### src/rtl/pc_pkg.sv
// Shared definitions for the program-counter unit: next-PC source encoding,
// PC increment and branch-offset helper.
package pc_pkg;

  typedef enum logic [2:0] {
    PC_SRC_SEQ    = 3'd0,
    PC_SRC_BRANCH = 3'd1,
    PC_SRC_JUMP   = 3'd2,
    PC_SRC_REG    = 3'd3,
    PC_SRC_RET    = 3'd4
  } pc_src_e;

  localparam int unsigned PC_INC = 4;

  // Sign-extends the low imm_w bits of imm and converts words to bytes.
  function automatic logic [63:0] sext_shl2(input logic [63:0] imm, input int unsigned imm_w);
    logic signed [63:0] t;
    t = $signed(imm << (64 - imm_w));
    t = t >>> (64 - imm_w);
    return 64'(t <<< 2);
  endfunction

endpackage

### src/rtl/pc_ras.sv
// Circular return-address stack: push, pop, same-cycle replace and a
// registered underflow pulse. Pushing while full overwrites the oldest entry.
module pc_ras
  import pc_pkg::*;
#(
  parameter int unsigned PC_W      = 32,
  parameter int unsigned RAS_DEPTH = 4
) (
  input  logic                       clk,
  input  logic                       rst,
  input  logic                       we_i,
  input  logic                       push_i,
  input  logic                       pop_i,
  input  logic [PC_W-1:0]            push_data_i,
  output logic [PC_W-1:0]            top_o,
  output logic [$clog2(RAS_DEPTH):0] count_o,
  output logic                       empty_o,
  output logic                       full_o,
  output logic                       underflow_o
);

  localparam int unsigned PTR_W = $clog2(RAS_DEPTH);

  logic [PC_W-1:0]  mem_q [RAS_DEPTH];
  logic [PTR_W-1:0] ptr_q, ptr_d, top_idx, wr_idx;
  logic [PTR_W:0]   count_q, count_d;
  logic             underflow_q, underflow_d, wr_en;

  assign top_idx     = ptr_q - PTR_W'(1);
  assign top_o       = mem_q[top_idx];
  assign count_o     = count_q;
  assign empty_o     = (count_q == '0);
  assign full_o      = (count_q == (PTR_W+1)'(RAS_DEPTH));
  assign underflow_o = underflow_q;

  always_comb begin
    ptr_d       = ptr_q;
    count_d     = count_q;
    underflow_d = 1'b0;
    wr_en       = 1'b0;
    wr_idx      = ptr_q;
    if (we_i) begin
      // A call and return in one cycle replaces the top; on an empty stack the
      // pop underflows and the push proceeds as a plain push.
      if (push_i && pop_i && !empty_o) begin
        wr_en  = 1'b1;
        wr_idx = top_idx;
      end else if (push_i) begin
        wr_en       = 1'b1;
        ptr_d       = ptr_q + PTR_W'(1);
        underflow_d = pop_i;
        if (!full_o) count_d = count_q + (PTR_W+1)'(1);
      end else if (pop_i) begin
        if (empty_o) begin
          underflow_d = 1'b1;
        end else begin
          ptr_d   = top_idx;
          count_d = count_q - (PTR_W+1)'(1);
        end
      end
    end
  end

  always_ff @(posedge clk) begin
    if (rst) begin
      ptr_q       <= '0;
      count_q     <= '0;
      underflow_q <= 1'b0;
    end else begin
      ptr_q       <= ptr_d;
      count_q     <= count_d;
      underflow_q <= underflow_d;
      if (wr_en) mem_q[wr_idx] <= push_data_i;
    end
  end

endmodule

### src/rtl/pc_unit.sv
// Program-counter unit: next-PC selection, PC register and return-address stack.
// Optional misalignment trap enabled by defining PC_MISALIGN_TRAP_EN.
module pc_unit
  import pc_pkg::*;
#(
  parameter int unsigned     PC_W      = 32,
  parameter int unsigned     IMM_W     = 16,
  parameter int unsigned     JADDR_W   = 26,
  parameter int unsigned     RAS_DEPTH = 4,
  parameter logic [PC_W-1:0] RESET_VEC = '0,
  parameter logic [PC_W-1:0] TRAP_VEC  = PC_W'(32'h0000_0100)
) (
  input  logic                       clk,
  input  logic                       rst,
  input  logic                       pc_we,
  input  logic [2:0]                 pc_src,
  input  logic [IMM_W-1:0]           br_imm,
  input  logic [JADDR_W-1:0]         j_addr,
  input  logic [PC_W-1:0]            reg_target,
  input  logic                       ras_push,
  output logic [PC_W-1:0]            cur_pc,
  output logic [PC_W-1:0]            pc_plus4,
  output logic [PC_W-1:0]            next_pc,
  output logic [$clog2(RAS_DEPTH):0] ras_count,
  output logic                       ras_empty,
  output logic                       ras_full,
  output logic                       ras_underflow,
  output logic                       misalign
);

  logic [PC_W-1:0] cur_pc_q, sel_pc, br_tgt, jump_tgt, ras_top;
  logic            ras_pop;

  assign cur_pc   = cur_pc_q;
  assign pc_plus4 = cur_pc_q + PC_W'(PC_INC);
  assign br_tgt   = pc_plus4 + PC_W'(sext_shl2(64'(br_imm), IMM_W));
  assign ras_pop  = (pc_src == PC_SRC_RET);

  if (PC_W > JADDR_W + 2) begin : g_jump_full
    assign jump_tgt = {pc_plus4[PC_W-1:JADDR_W+2], j_addr, 2'b00};
  end else begin : g_jump_trunc
    logic [JADDR_W+1:0] jt;
    assign jt       = {j_addr, 2'b00};
    assign jump_tgt = jt[PC_W-1:0];
  end

  always_comb begin
    sel_pc = pc_plus4;
    case (pc_src)
      PC_SRC_BRANCH: sel_pc = br_tgt;
      PC_SRC_JUMP:   sel_pc = jump_tgt;
      PC_SRC_REG:    sel_pc = reg_target;
      PC_SRC_RET:    sel_pc = ras_empty ? reg_target : ras_top;
      default:       sel_pc = pc_plus4;
    endcase
  end

`ifdef PC_MISALIGN_TRAP_EN
  logic trap, misalign_q;
  assign trap     = (sel_pc[1:0] != 2'b00);
  assign next_pc  = trap ? TRAP_VEC : sel_pc;
  assign misalign = misalign_q;

  always_ff @(posedge clk) begin
    if (rst) misalign_q <= 1'b0;
    else     misalign_q <= pc_we & trap;
  end
`else
  assign next_pc  = sel_pc;
  assign misalign = 1'b0;
`endif

  always_ff @(posedge clk) begin
    if (rst)        cur_pc_q <= RESET_VEC;
    else if (pc_we) cur_pc_q <= next_pc;
  end

  pc_ras #(
    .PC_W      (PC_W),
    .RAS_DEPTH (RAS_DEPTH)
  ) u_ras (
    .clk         (clk),
    .rst         (rst),
    .we_i        (pc_we),
    .push_i      (ras_push),
    .pop_i       (ras_pop),
    .push_data_i (pc_plus4),
    .top_o       (ras_top),
    .count_o     (ras_count),
    .empty_o     (ras_empty),
    .full_o      (ras_full),
    .underflow_o (ras_underflow)
  );

endmodule

### config.mk
export PLATFORM = sky130hd
export DESIGN_NAME = pc_unit
export DESIGN_NICKNAME = d
export VERILOG_FILES = /design/src/rtl/pc_pkg.sv /design/src/rtl/pc_ras.sv /design/src/rtl/pc_unit.sv
export SDC_FILE = /design/constraint.sdc
export NUM_CORES = 1
export LEC_CHECK = 0
export CELL_PAD_IN_SITES_DETAIL_PLACEMENT = 1
export CELL_PAD_IN_SITES_GLOBAL_PLACEMENT = 2
export CORE_UTILIZATION = 30
export DETAILED_ROUTE_END_ITERATION = 6
export HOLD_SLACK_MARGIN = 0.15
export PLACE_DENSITY_LB_ADDON = 0.1
export SETUP_SLACK_MARGIN = 0.4
export SLEW_MARGIN = 10
export SYNTH_ARGS = -nofsm -noshare
export SYNTH_HDL_FRONTEND = slang
export SYNTH_SLANG_ARGS = --single-unit
### constraint.sdc
create_clock -name clk -period 14.1 [get_ports clk]
set_input_delay 2.82 -clock clk [delete_from_list [all_inputs] [get_ports clk]]
set_output_delay 2.82 -clock clk [all_outputs]
set_load 0.03 [all_outputs]
==> out/metrics.yaml <==
grt_overflow_total: 0
post_cts_buffers: 0
critPathArrivalTime_ns: 6.67
p_clk_frac: 0.337
finClkSkew_ns: 0.0217
antenna_found_initial: 0
syn_avg_cell_area_um2: 11.4
multiInputGateArea_um2: 4570
switchingPower_w: 0.000508
fillers: 3326
nets: 1116
place.detailed.hpwl_um: 25500
hold_path.class: "reg -> reg"
worstSetupPathType: "in -> out"
p_sw_frac: 0.349
grt_pass1_vias: 7997
area_growth_pct: 30.9
synth-seq-cells: 166
dr.pass1.iters: 4
slew_headroom: 0.383
synth_area_leader_cell: "edfxtp_1"
via_count: 7677
ant_nets: 0
cts_sinks: 166
setup_viol: 0
grt.total_usage: 0.227
clockBufferDepth: 2
syn_nets: 939
avgViaCountPerCell: 5.45
grt_pass1_wl_um: 52600
core_um2: 30700
worst_pin_slew_ns: 0.918
fin_tns_setup_ns: 0
grt_max_degree: 40
intPower_w: 0.000945
wl_per_cell_um: 25.3
peakVddDrop_mv: 0.0699
register_area_um2: 4610
synthTopCellsByCount: "edfxtp_1, nor2_1, nand2_1, a21oi_1, dfxtp_1"
rsz0062_at_grt: "no"
start_util: 0.307
synth_cell_types: 76
finalMaxSlewViolations: 0
diodes: 0
synth_top_area_share: 0.409
io_pins: 184
cts_inserted_buffers: 17
cp-end-kind: "primary output"
cp-start-kind: "input pin"
yosys-top-cells-area: "edfxtp_1, dfxtp_1, mux4_2, ha_1, xnor2_1"
worstPathRequired_ns: 11.28
p_comb_frac: 0.274
ys_dominant_reg_cell: "edfxtp_1"
syn-cell-area_um2: 9400
cts-root-buf: "clkbuf_16"
cts_tree: "done"
yosysSeqAreaShare: 0.490
htreeDepth: 4
path_max_fanout: 17
synth-edff-count: 128
first_iter_violations: 476
syn_inst: 822
drc: 0
status: "finished clean"
cts_resized: 0
synth.most_common_cell: "edfxtp_1"
fmax_ghz: 0.105
seqPwrFrac: 0.389
min_period_ns: 9.49
die-width_um: 179
drive_gt1_frac: 0.115
synth-warning-count: 0
place.gp.congestion: 0.817
period_share: 0.673
leakage_nw: 4.35
power_density_nw_per_um2: 118
die_y_um: 179
ctsHoldBuffers: 0
post-place-cells: 1376
synth-async-reset-ratio: 0
insertion_delay_ns: 0.45
wl_um: 35700
io_buffers: 182
power.total_w: 0.00145
row_count: 64
hold_viol_final: 0
dieArea_um2: 32000
fin_cells: 1408
clk_pin_slew_ns: 0.09
maxCapViolations: 0
## power by group through the flow
| stage | Clock (W) | Combinational (W) | Sequential [W] |
|---|---|---|---|
| floorplan | 0 | 0.000224 | 0.000585 |
| global placement | 0 | 0.000399 | 0.000576 |
| detailed placement | 0 | 0.000400 | 0.000576 |
| CTS | 0.000501 | 0.000402 | 0.000565 |
| global route | 0.000518 | 0.000427 | 0.000567 |
| finish | 0.000490 | 0.000398 | 0.000565 |
## cells by family after synthesis
kind of cell,synth area share
buffers and inverters,0.0301
adders and majority gates,0.0495
xor gates and xnor gates,0.0520
muxes,0.0990
and+or+nand+nor,0.121
other,0.000399
AOI/OAI and AO/OA,0.158
DFF,0.490
## critical path, stage by stage
cell and delay (ns):
clkdlybuf4s50_1 0.84, ha_1 0.67, nand4_1 0.22, o31ai_1 0.38
a21oi_1 0.21, o221ai_1 0.24, xnor2_1 0.15, o211ai_1 0.14
a21boi_1 0.25, clkdlybuf4s50_1 0.72
## cells in the final DEF (no fill, tap or decap), types with 4 or more instances in the layout
| cell type | Yosys | routed |
|---|---|---|
| nor2_1 | 79 | 75 |
| a31oi_1 | 5 | 5 |
| mux4_2 | 32 | 32 |
| nand3_1 | 17 | 17 |
| a21oi_1 | 59 | 59 |
| and4_1 | 4 | 4 |
| a22oi_1 | 13 | 13 |
| o32ai_1 | 4 | 4 |
| xor2_1 | 18 | 18 |
| nand4_1 | 13 | 13 |
| o21a_1 | 6 | 6 |
| a222oi_1 | 6 | 6 |
| o21ai_0 | 28 | 28 |
| inv_1 | 27 | 27 |
| a211oi_1 | 5 | 5 |
| buf_4 | 3 | 17 |
| mux2i_1 | 21 | 21 |
| a21o_1 | 7 | 7 |
| a221oi_1 | 9 | 9 |
| edfxtp_1 | 128 | 128 |
| xnor2_1 | 36 | 34 |
| or3_1 | 6 | 6 |
| nor3_1 | 15 | 14 |
| clkdlybuf4s50_1 | 0 | 180 |
| and3_1 | 6 | 6 |
| inv_8 | 0 | 7 |
| nand2b_1 | 6 | 6 |
| a221o_1 | 9 | 9 |
| dfxtp_1 | 38 | 36 |
| o22ai_1 | 4 | 4 |
| and2_1 | 5 | 5 |
| clkbuf_16 | 0 | 17 |
| ha_1 | 34 | 34 |
| nand2_1 | 65 | 65 |
| o211ai_1 | 8 | 8 |
| nor3b_1 | 4 | 4 |
## worst paths after layout
check	startpoint	cells after the start	slack, ns	end
hold reg to reg	cur_pc[22]$_SDFFE_PP0P_	2	0.52	cur_pc[22]$_SDFFE_PP0P_
hold / removal	cur_pc[22]$_SDFFE_PP0P_	2	0.52	cur_pc[22]$_SDFFE_PP0P_
setup reg to reg	cur_pc[9]$_SDFFE_PP0P_	15	9.13	cur_pc[22]$_SDFFE_PP0P_
setup / recovery	br_imm[15]	10	4.61	next_pc[31]
## per-stage QoR
stage / worst slack [ns] / hold slack (ns) / utilization / area (µm²)
after global placement: 4.63 / 0.510 / 0.382 / 11700
after CTS: 4.55 / 0.531 / 0.401 / 12300
final: 4.61 / 0.519 / 0.401 / 12300
after floorplan: 6.00 / 0.601 / - / 9400
after detailed placement: 4.58 / 0.518 / 0.382 / 11700
after global routing: 4.31 / 0.573 / 0.401 / 12300
## state kept, by name, indices dropped and copies added (netlist names)
name and count:
u_ras.mem_q 128, cur_pc 32, u_ras.count_o 3, u_ras.ptr_q 2, u_ras.underflow_o 1
## routing by layer
layer / up-vias / part of all wire / track usage
met1: 3940 / 0.47 / 0.316
li1: 3523 / - / -
met2: 182 / 0.48 / 0.378
met3: 32 / 0.038 / 0.0267
met5: - / 0 / 0
met4: 0 / 0.012 / 0.0494
## area by class of cell
cell class | count | share of cell area
Clock buffer | 17 | 0.0346
Clock inverter | 15 | 0.0138
Inverter | 28 | 0.00854
Multi-Input combinational cell | 587 | 0.371
Sequential cell | 166 | 0.374
Tap cell | 396 | 0.0403
Timing Repair Buffer | 199 | 0.158
No activity file was read; power rests on OpenSTA's default activity.
